File: src/rtl/mips_pkg.sv
`default_nettype none
// ============================================================================
//  Module      : mips_pkg
//  Description : Shared types and constants for the MIPS bus arbiter slice.
//                Holds the arbiter FSM state type, the requester port type,
//                the CPU reset vector and a word-alignment helper.
//  Revision    : 1.0  initial release
// ============================================================================
package mips_pkg;

  typedef enum logic [1:0] {
    IDLE  = 2'd0,
    ISSUE = 2'd1,
    RESP  = 2'd2
  } arb_state_t;

  typedef enum logic {
    PORT_IF = 1'b0,
    PORT_DM = 1'b1
  } arb_port_t;

  localparam logic [31:0] c_reset_vector = 32'hBFC0_0000;
  localparam logic [31:0] c_word_mask    = 32'hFFFF_FFFC;

  // The Avalon side is word addressed in bytes: low two bits never leave the arbiter.
  function automatic logic [31:0] word_align(input logic [31:0] addr);
    return addr & c_word_mask;
  endfunction

endpackage
`default_nettype wire

File: src/rtl/mips_arb_pick.sv
`default_nettype none
// ============================================================================
//  Module      : mips_arb_pick
//  Description : Combinational winner selection between the instruction-fetch
//                and data-memory requesters. On a tie the port that was NOT
//                granted last wins; tying i_last to PORT_IF yields fixed DM
//                priority.
//  Ports       : i_if_req  - IF request
//                i_dm_req  - DM request
//                i_last    - last granted port
//                o_grant   - some requester is present
//                o_winner  - selected port (valid when o_grant)
//  Revision    : 1.0  initial release
// ============================================================================
module mips_arb_pick
  import mips_pkg::*;
(
  input  logic      i_if_req,
  input  logic      i_dm_req,
  input  arb_port_t i_last,
  output logic      o_grant,
  output arb_port_t o_winner
);

  always_comb begin
    o_grant  = i_if_req | i_dm_req;
    o_winner = PORT_IF;
    if (i_dm_req && !i_if_req) begin
      o_winner = PORT_DM;
    end else if (i_if_req && !i_dm_req) begin
      o_winner = PORT_IF;
    end else if (i_if_req && i_dm_req) begin
      o_winner = (i_last == PORT_IF) ? PORT_DM : PORT_IF;
    end
  end

endmodule
`default_nettype wire

File: src/rtl/mips_mem_arbiter.sv
`default_nettype none
// ============================================================================
//  Module      : mips_mem_arbiter
//  Description : Shares one Avalon-MM master between the IF (read-only) and
//                DM (read/write) requesters. IDLE -> ISSUE -> RESP per
//                transfer; bus strobes are held while waitrequest is high,
//                readdata is registered into rdata and the owner receives a
//                one-cycle done pulse. Optional waitrequest watchdog.
//  Config      : `define MIPS_ARB_ROUND_ROBIN_EN -> round-robin tie-break
//                (otherwise fixed DM priority).
//  Parameters  : WAIT_LIMIT - waitrequest cycles in ISSUE that set stall_err
//                             (0 disables the watchdog)
//  Ports       : clk, reset (async, active-high)
//                if_req/if_addr/if_done            - IF requester
//                dm_req/dm_write/dm_addr/dm_wdata/dm_be/dm_done - DM requester
//                rdata                             - registered read data
//                address/read/write/writedata/byteenable/waitrequest/readdata
//                                                  - Avalon master
//                busy, stall_err                   - status
//  Revision    : 1.0  initial release
// ============================================================================
module mips_mem_arbiter
  import mips_pkg::*;
#(
  parameter int WAIT_LIMIT = 0
)
(
  input  logic        clk,
  input  logic        reset,
  input  logic        if_req,
  input  logic [31:0] if_addr,
  output logic        if_done,
  input  logic        dm_req,
  input  logic        dm_write,
  input  logic [31:0] dm_addr,
  input  logic [31:0] dm_wdata,
  input  logic [3:0]  dm_be,
  output logic        dm_done,
  output logic [31:0] rdata,
  output logic [31:0] address,
  output logic        read,
  output logic        write,
  output logic [31:0] writedata,
  output logic [3:0]  byteenable,
  input  logic        waitrequest,
  input  logic [31:0] readdata,
  output logic        busy,
  output logic        stall_err
);

  localparam logic [15:0] c_wait_limit = WAIT_LIMIT[15:0];

  arb_state_t  r_state;
  arb_port_t   r_owner;
  arb_port_t   w_last;
  arb_port_t   w_winner;
  logic        w_grant;
  logic [15:0] r_wait_cnt;
  logic [15:0] w_wait_nxt;

`ifdef MIPS_ARB_ROUND_ROBIN_EN
  arb_port_t   r_last;
  assign w_last = r_last;
`else
  // Pretending IF was always granted last makes the picker favour DM on ties.
  assign w_last = PORT_IF;
`endif

  mips_arb_pick u_pick (
    .i_if_req (if_req),
    .i_dm_req (dm_req),
    .i_last   (w_last),
    .o_grant  (w_grant),
    .o_winner (w_winner)
  );

  // Saturate so a bus stuck forever cannot wrap the counter past the limit.
  assign w_wait_nxt = (r_wait_cnt == 16'hFFFF) ? r_wait_cnt : r_wait_cnt + 16'd1;

  assign busy = (r_state != IDLE);

  always_ff @(posedge clk or posedge reset) begin
    if (reset) begin
      r_state    <= IDLE;
      r_owner    <= PORT_IF;
      r_wait_cnt <= 16'd0;
      address    <= 32'd0;
      writedata  <= 32'd0;
      byteenable <= 4'b0000;
      read       <= 1'b0;
      write      <= 1'b0;
      rdata      <= 32'd0;
      if_done    <= 1'b0;
      dm_done    <= 1'b0;
      stall_err  <= 1'b0;
`ifdef MIPS_ARB_ROUND_ROBIN_EN
      r_last     <= PORT_IF;
`endif
    end else begin
      if_done <= 1'b0;
      dm_done <= 1'b0;
      case (r_state)
        IDLE: begin
          if (w_grant) begin
            r_owner    <= w_winner;
            r_wait_cnt <= 16'd0;
            r_state    <= ISSUE;
`ifdef MIPS_ARB_ROUND_ROBIN_EN
            r_last     <= w_winner;
`endif
            if (w_winner == PORT_DM) begin
              address    <= word_align(dm_addr);
              writedata  <= dm_wdata;
              byteenable <= dm_be;
              read       <= ~dm_write;
              write      <= dm_write;
            end else begin
              // IF has no write data; writedata keeps its previous value.
              address    <= word_align(if_addr);
              byteenable <= 4'b1111;
              read       <= 1'b1;
              write      <= 1'b0;
            end
          end
        end
        ISSUE: begin
          if (waitrequest) begin
            r_wait_cnt <= w_wait_nxt;
            if ((WAIT_LIMIT != 0) && (w_wait_nxt == c_wait_limit)) begin
              stall_err <= 1'b1;
            end
          end else begin
            if (read) begin
              rdata <= readdata;
            end
            read    <= 1'b0;
            write   <= 1'b0;
            if (r_owner == PORT_DM) begin
              dm_done <= 1'b1;
            end else begin
              if_done <= 1'b1;
            end
            r_state <= RESP;
          end
        end
        RESP: begin
          r_state <= IDLE;
        end
        default: begin
          r_state <= IDLE;
        end
      endcase
    end
  end

endmodule
`default_nettype wire
File: config.mk
export PLATFORM = sky130hd
export DESIGN_NAME = mips_mem_arbiter
export DESIGN_NICKNAME = d
export VERILOG_FILES = /design/src/rtl/mips_pkg.sv /design/src/rtl/mips_arb_pick.sv /design/src/rtl/mips_mem_arbiter.sv
export SDC_FILE = /design/constraint.sdc
export NUM_CORES = 1
export LEC_CHECK = 0
export CAP_MARGIN = 20
export CORE_ASPECT_RATIO = 0.75
export CORE_MARGIN = 8
export CORE_UTILIZATION = 42
export CTS_CLUSTER_DIAMETER = 150
export CTS_CLUSTER_SIZE = 10
export DETAILED_ROUTE_END_ITERATION = 8
export GPL_TIMING_DRIVEN = 0
export PLACE_DENSITY = 0.86
export SLEW_MARGIN = 20
export SYNTH_ARGS = -nofsm -noshare
export SYNTH_HDL_FRONTEND = slang
export SYNTH_SLANG_ARGS = --single-unit
File: constraint.sdc
create_clock -name clk -period 5.6 [get_ports clk]
set_input_delay 1.4 -clock clk [delete_from_list [all_inputs] [get_ports clk]]
set_output_delay 1.4 -clock clk [all_outputs]
set_load 0.02 [all_outputs]
# Yosys cells after proc, flatten, opt, wreduce, memory -nomap -nowiden
# Index checks and enable logic that the tools add are counted.
# Widths: inputs -> output; s select.
word_totals:
  ff_bits: 107
  input_bits: 138
  output_inout_bits: 106
  wordCells: 50
op_classes:
  eq_ne: 3
  n_mux: 21
  bitwise_logic: 3
  reduce_logical: 13
ops:
  columns: ["op", "count"]
  rows:
  - ["$mux 32", 1]
  - ["$mux 1", 14]
  - ["$reduce_and 3->1", 3]
  - ["$mux 2", 2]
  - ["$mux 4", 1]
  - ["$pmux 1 s2", 2]
  - ["$pmux 2 s2", 1]
  - ["$reduce_and 2->1", 2]
  - ["$reduce_bool 2->1", 2]
  - ["$logic_and 1x1->1", 3]
  - ["$eq 2x1->1 const B", 1]
  - ["$logic_not 1->1", 2]
  - ["$logic_not 2->1", 1]
  - ["$ne 2x1->1 const B", 1]
  - ["$ne 2x2->1 const B", 1]
  - ["$not 1->1", 2]
  - ["$or 1x1->1", 1]

# Longest topological paths before layout
depth:
  word_depth: 7
  ltp_mapped: 6
  mapped_depth_nobuf: 4

# Cells and area by module
# A second synthesis with hierarchy kept.
unflattened:
  hier_cells: 305
  hier_area_um2: 4237.8
by_module_without_submodules:
  columns: ["mod", "n_inst", "cells_per_inst", "area_each_um2", "seq_area_each_um2"]
  rows:
  - ["mips_mem_arbiter", 1, 303, 4224.1, 2627.5]
  - ["mips_arb_pick", 1, 2, 13.8, 0.0]

# Worst setup path after synthesis
# No wires, ideal clock.
synth_path:
  kind: "input to register"
  startpoint: "input port waitrequest"
  endpoint: "register rdata[0]"
  setup_time_ns: 0.125
  arrival_time_ns: 2.514
  t_required_ns: 5.475
  path_slack_ns: 2.961
  cell_stages: 6
  n_path_buf: 2
  cell_sequence: "or3b_4 -> inv_2 -> and2_4 -> buf_12 -> buf_12 -> mux2_4"
synth_via:
  elab_chain_len: 2
synth_rtl:
  columns: ["item", "line", "rtl"]
  rows:
  - ["from (decl)", "mips_mem_arbiter.sv:45", "input logic waitrequest,"]
  - ["$not 1->1 (no line)", null, null]
  - ["$reduce_and 3->1 (no line)", null, null]
  - ["to (signal assigned)", "mips_mem_arbiter.sv:134", "rdata <= readdata;"]
  - ["to (decl)", "mips_mem_arbiter.sv:39", "output logic [31:0] rdata,"]
# No other way between the ends.
# A chain may end at the register's enable or synchronous reset.

# Worst setup path after layout
layout_path:
  startpoint: "register r_state[0]"
  endpoint: "output port busy"
layout_via:
  elab_chain_len: 1
layout_rtl:
  columns: ["item", "line", "rtl"]
  rows:
  - ["from (decl)", "mips_mem_arbiter.sv:53", "arb_state_t r_state;"]
  - ["from (signal assigned)", "mips_mem_arbiter.sv:84", "r_state <= IDLE;"]
  - ["from (signal assigned)", "mips_mem_arbiter.sv:107", "r_state <= ISSUE;"]
  - ["from (signal assigned)", "mips_mem_arbiter.sv:143", "r_state <= RESP;"]
  - ["$reduce_bool 2->1", "mips_mem_arbiter.sv:80", "assign busy = (r_state != IDLE);"]
  - ["to (decl)", "mips_mem_arbiter.sv:47", "output logic busy,"]
# No other way between the ends.

==> impl_metrics.csv <==
group,metric,value,unit
outcome,status,"finished clean",
clock_network,cts_tree,"done",
clock_network,numCtsBuffers,9,
global_route,grt_max_degree,58,
setup_path,path_cells,"nor2_1 -> inv_1 -> clkdlybuf4s50_1",
synth,yosys_warnings,1,
setup_path,path_class,"reg -> out",
setup_path,r2r-start,"r_state[0]$_DFFE_PP0P_",
clock_network,cts-resized-gates,0,
setup_path,crit_fanout,5,
power,leakagePower,3.070,nW
setup_path,crit_arrival,1.60,ns
synth,seq_area_frac_synth,0.5910,
detailed_routing,drc,0,
min_path,hold_depth,1,
sta,setup_viol,0,
flow_run,cap_viol_max_count,0,
setup_path,cp.required,4.20,ns
cells_and_area,drive_gt1_frac,0.3124,
synth,synth_ff_type,"dfrtp_1",
cells_and_area,antennaDiodeCount,0,
power,total_power,4.183,mW
placed_design,dpl.hpwl,10210,um
floorplanning,io_pins,244,
sta,min_period,2.999,ns
floorplanning,fp.coreArea,10290,um^2
clock_network,cts.sink_count,105,
setup_path,cpMaxStageDelayCell,"clkdlybuf4s50_1",
power,power_density,571.2,nW/um^2
setup_path,timing.critical_path.buf_inv,2,
setup_path,start_kind,"flop",
setup_path,worst-r2r-setup-slack,3.81,ns
detailed_routing,routed_via_density,4.743,
power,p_comb_frac,0.522,
clock_network,clkTransAtPathRegs,0.07,ns
setup_path,rr_worst_depth,5,
floorplanning,die_w,134.8,um
floorplanning,row_count,32,
power,p_clk_frac,0.155,
placed_design,port-buffer-count,235,
floorplanning,die_y,105.1,um
min_path,hold_path_end,"if_done$_DFF_PP0_",
setup_path,critical_path.max_stage_delay,0.55,ns
synth,yosysTopAreaCell,"dfrtp_1",
power,vdd_drop_max,267.3,uV
synth,synth_cells,271,
placed_design,dp_cells,645,
setup_path,rr_endpoint,"writedata[14]$_DFFE_PP0P_",
detailed_routing,drt_iter0_drc,106,
clock_network,clk_path_buf_depth,2,
power,switchingPower,1.449,mW
cells_and_area,final_cells,661,
min_path,min_from,"r_owner$_DFFE_PP0P_",
setup_path,cp-end-kind,"output port",
placed_design,place_congestion,0.7253,
power,p_int,2.734,mW
sta,fin_crit_sh,0.5356,
synth,syn_area_per_cell,16.40,um^2
setup_path,cp_top_family,"buffers and inverters",
synth,synth_cell_types,23,
synth,synth_area_leaders,"dfrtp_1, mux2_2, mux2_4",
sta,holdWs,0.4470,ns
synth,async_reset_ff_frac,1.000,
global_route,grt_first_pass_wirelength,19710,um
floorplanning,fp.dieArea,14170,um^2
sta,finalHoldViolCount,0,
global_route,grt_pass1_vias,3634,
cells_and_area,fin_area,7322,um^2
sta,final-max-slew-violation-count,0,
synth,synth.cell_area,4446,um^2
synth,synth_edf_count,0,
detailed_routing,ant_nets,0,
global_route,grt_usage,0.1754,
sta,fin_worst_skew,0.004145,ns
clock_network,ctsHoldBuffers,0,
power,sw_frac_of_total,0.3465,
global_route,antenna_found_initial,0,
detailed_routing,routed_wl,12710,um
clock_network,clock_latency,0.33,ns
cells_and_area,layout.nets,658,
detailed_routing,wl_per_cell,19.23,um
min_path,hold_class,"reg -> reg",
placed_design,place_area,7008,um^2
detailed_routing,dr.pass1.iters,4,
clock_network,htreeDepth,3,
cells_and_area,area_growth,64.71,%
clock_network,post_cts_buffers,0,
sta,rsz0062_at_grt,"no",
synth,synth_seq_cells,105,
synth,yosys.area.top_type_share,0.5910,
power,pwr-share-seq,0.323,
global_route,grt-ovfl-total,0,
sta,max_freq,0.3334,GHz
floorplanning,start_util,0.4320,
clock_network,cts-root-buf,"clkbuf_16",
detailed_routing,vias,3135,
==> power by group through the flow <==
stage / logic, mW / clock network (mW) / registers (mW)
2_1_floorplan: 0.695 / 0 / 1.81
3_3_place_gp: 2.17 / 0 / 1.34
3_5_place_dp: 2.20 / 0 / 1.37
4_1_cts: 2.21 / 0.668 / 1.36
5_1_grt: 2.30 / 0.699 / 1.40
6_report: 2.18 / 0.649 / 1.35
==> how the worst max path moves through the flow <==
stage	start	endpoint	slack (ns)	cells past startpoint
2_1_floorplan	reset	address[10]$_DFFE_PP0P_	1.44	1
6_report	r_state[0]$_DFFE_PP0P_	busy	2.60	3
4_1_cts	r_state[0]$_DFFE_PP0P_	busy	2.57	3
3_5_place_dp	waitrequest	rdata[12]$_DFFE_PP0P_	2.43	7
5_1_grt	r_state[1]$_DFFE_PP0P_	busy	2.48	3
3_3_place_gp	reset	writedata[22]$_DFFE_PP0P_	-0.03	2
==> layout by cell type, fill, tap and decap left out, types with 2 or more instances in the layout <==
cell,Yosys,routed
nor2_1,2,2
buf_2,11,11
clkdlybuf4s50_1,0,235
o22a_1,4,4
buf_12,4,4
mux2_2,94,94
conb_1,1,3
inv_6,0,3
clkbuf_8,0,2
nand2_1,3,3
buf_4,3,3
dfrtp_1,105,105
clkbuf_16,0,9
mux2_4,30,30
==> logic make-up (layout without fill, tap and decap cells) <==
| family | after synthesis | after routing | synth area share |
|---|---|---|---|
| AND/OR/NAND/NOR | 10 | 10 | 0.01351 |
| buffers and inverters | 22 | 274 | 0.03884 |
| AO/OA/AOI/OAI | 9 | 9 | 0.01632 |
| flip-flops | 105 | 105 | 0.5910 |
| other | 1 | 3 | 0.0008435 |
| multiplexers | 124 | 124 | 0.3394 |
==> cell type report <==
cell class	count	area, um^2
well taps	136	170.2
repair buffers	236	2380
clock buffers	11	252.7
fillers	689	2968
plain buffers	19	161.4
inverters	3	16.27
clock inverters	5	61.31
multi-input cells	146	1653
flip-flops and latches	105	2628
==> routing by layer <==
| metal | track usage | up-vias | share of wire |
|---|---|---|---|
| met5 | 0 | - | 0 |
| met4 | 0.03677 | 0 | 0.0063 |
| met3 | 0.08182 | 6 | 0.10 |
| met2 | 0.3059 | 123 | 0.51 |
| met1 | 0.1905 | 1560 | 0.39 |
| li1 | - | 1446 | - |
==> per-stage QoR <==
| step | TNS, ns | setup slack, ns | util |
|---|---|---|---|
| floorplan | 0 | 1.439 | - |
| global placement | -2.832 | -0.03428 | 0.6779 |
| detailed placement | 0 | 2.426 | 0.6811 |
| CTS | 0 | 2.567 | 0.7116 |
| global route | 0 | 2.484 | 0.7116 |
| finish | 0 | 2.601 | 0.7116 |
==> cell usage after synthesis, types with 2 or more instances <==
cell	n
buf_2	11
mux2_2	94
nor2_1	2
buf_12	4
dfrtp_1	105
mux2_4	30
nand2_1	3
o22a_1	4
inv_1	2
buf_4	3
==> registers in the layout, indices dropped and copies added, names as in the netlist <==
name        cells
write           1
rdata          32
address        30
read            1
dm_done         1
r_owner         1
r_state         2
if_done         1
writedata      32
byteenable      4
==> worst reg2reg max path: stages, from the launching register on <==
cell	delay, ns
dfrtp_1	0.39
nor2_1	0.26
and2_1	0.17
buf_2	0.20
buf_2	0.28
mux2_2	0.38
No activity file was read; power rests on OpenSTA's default activity.
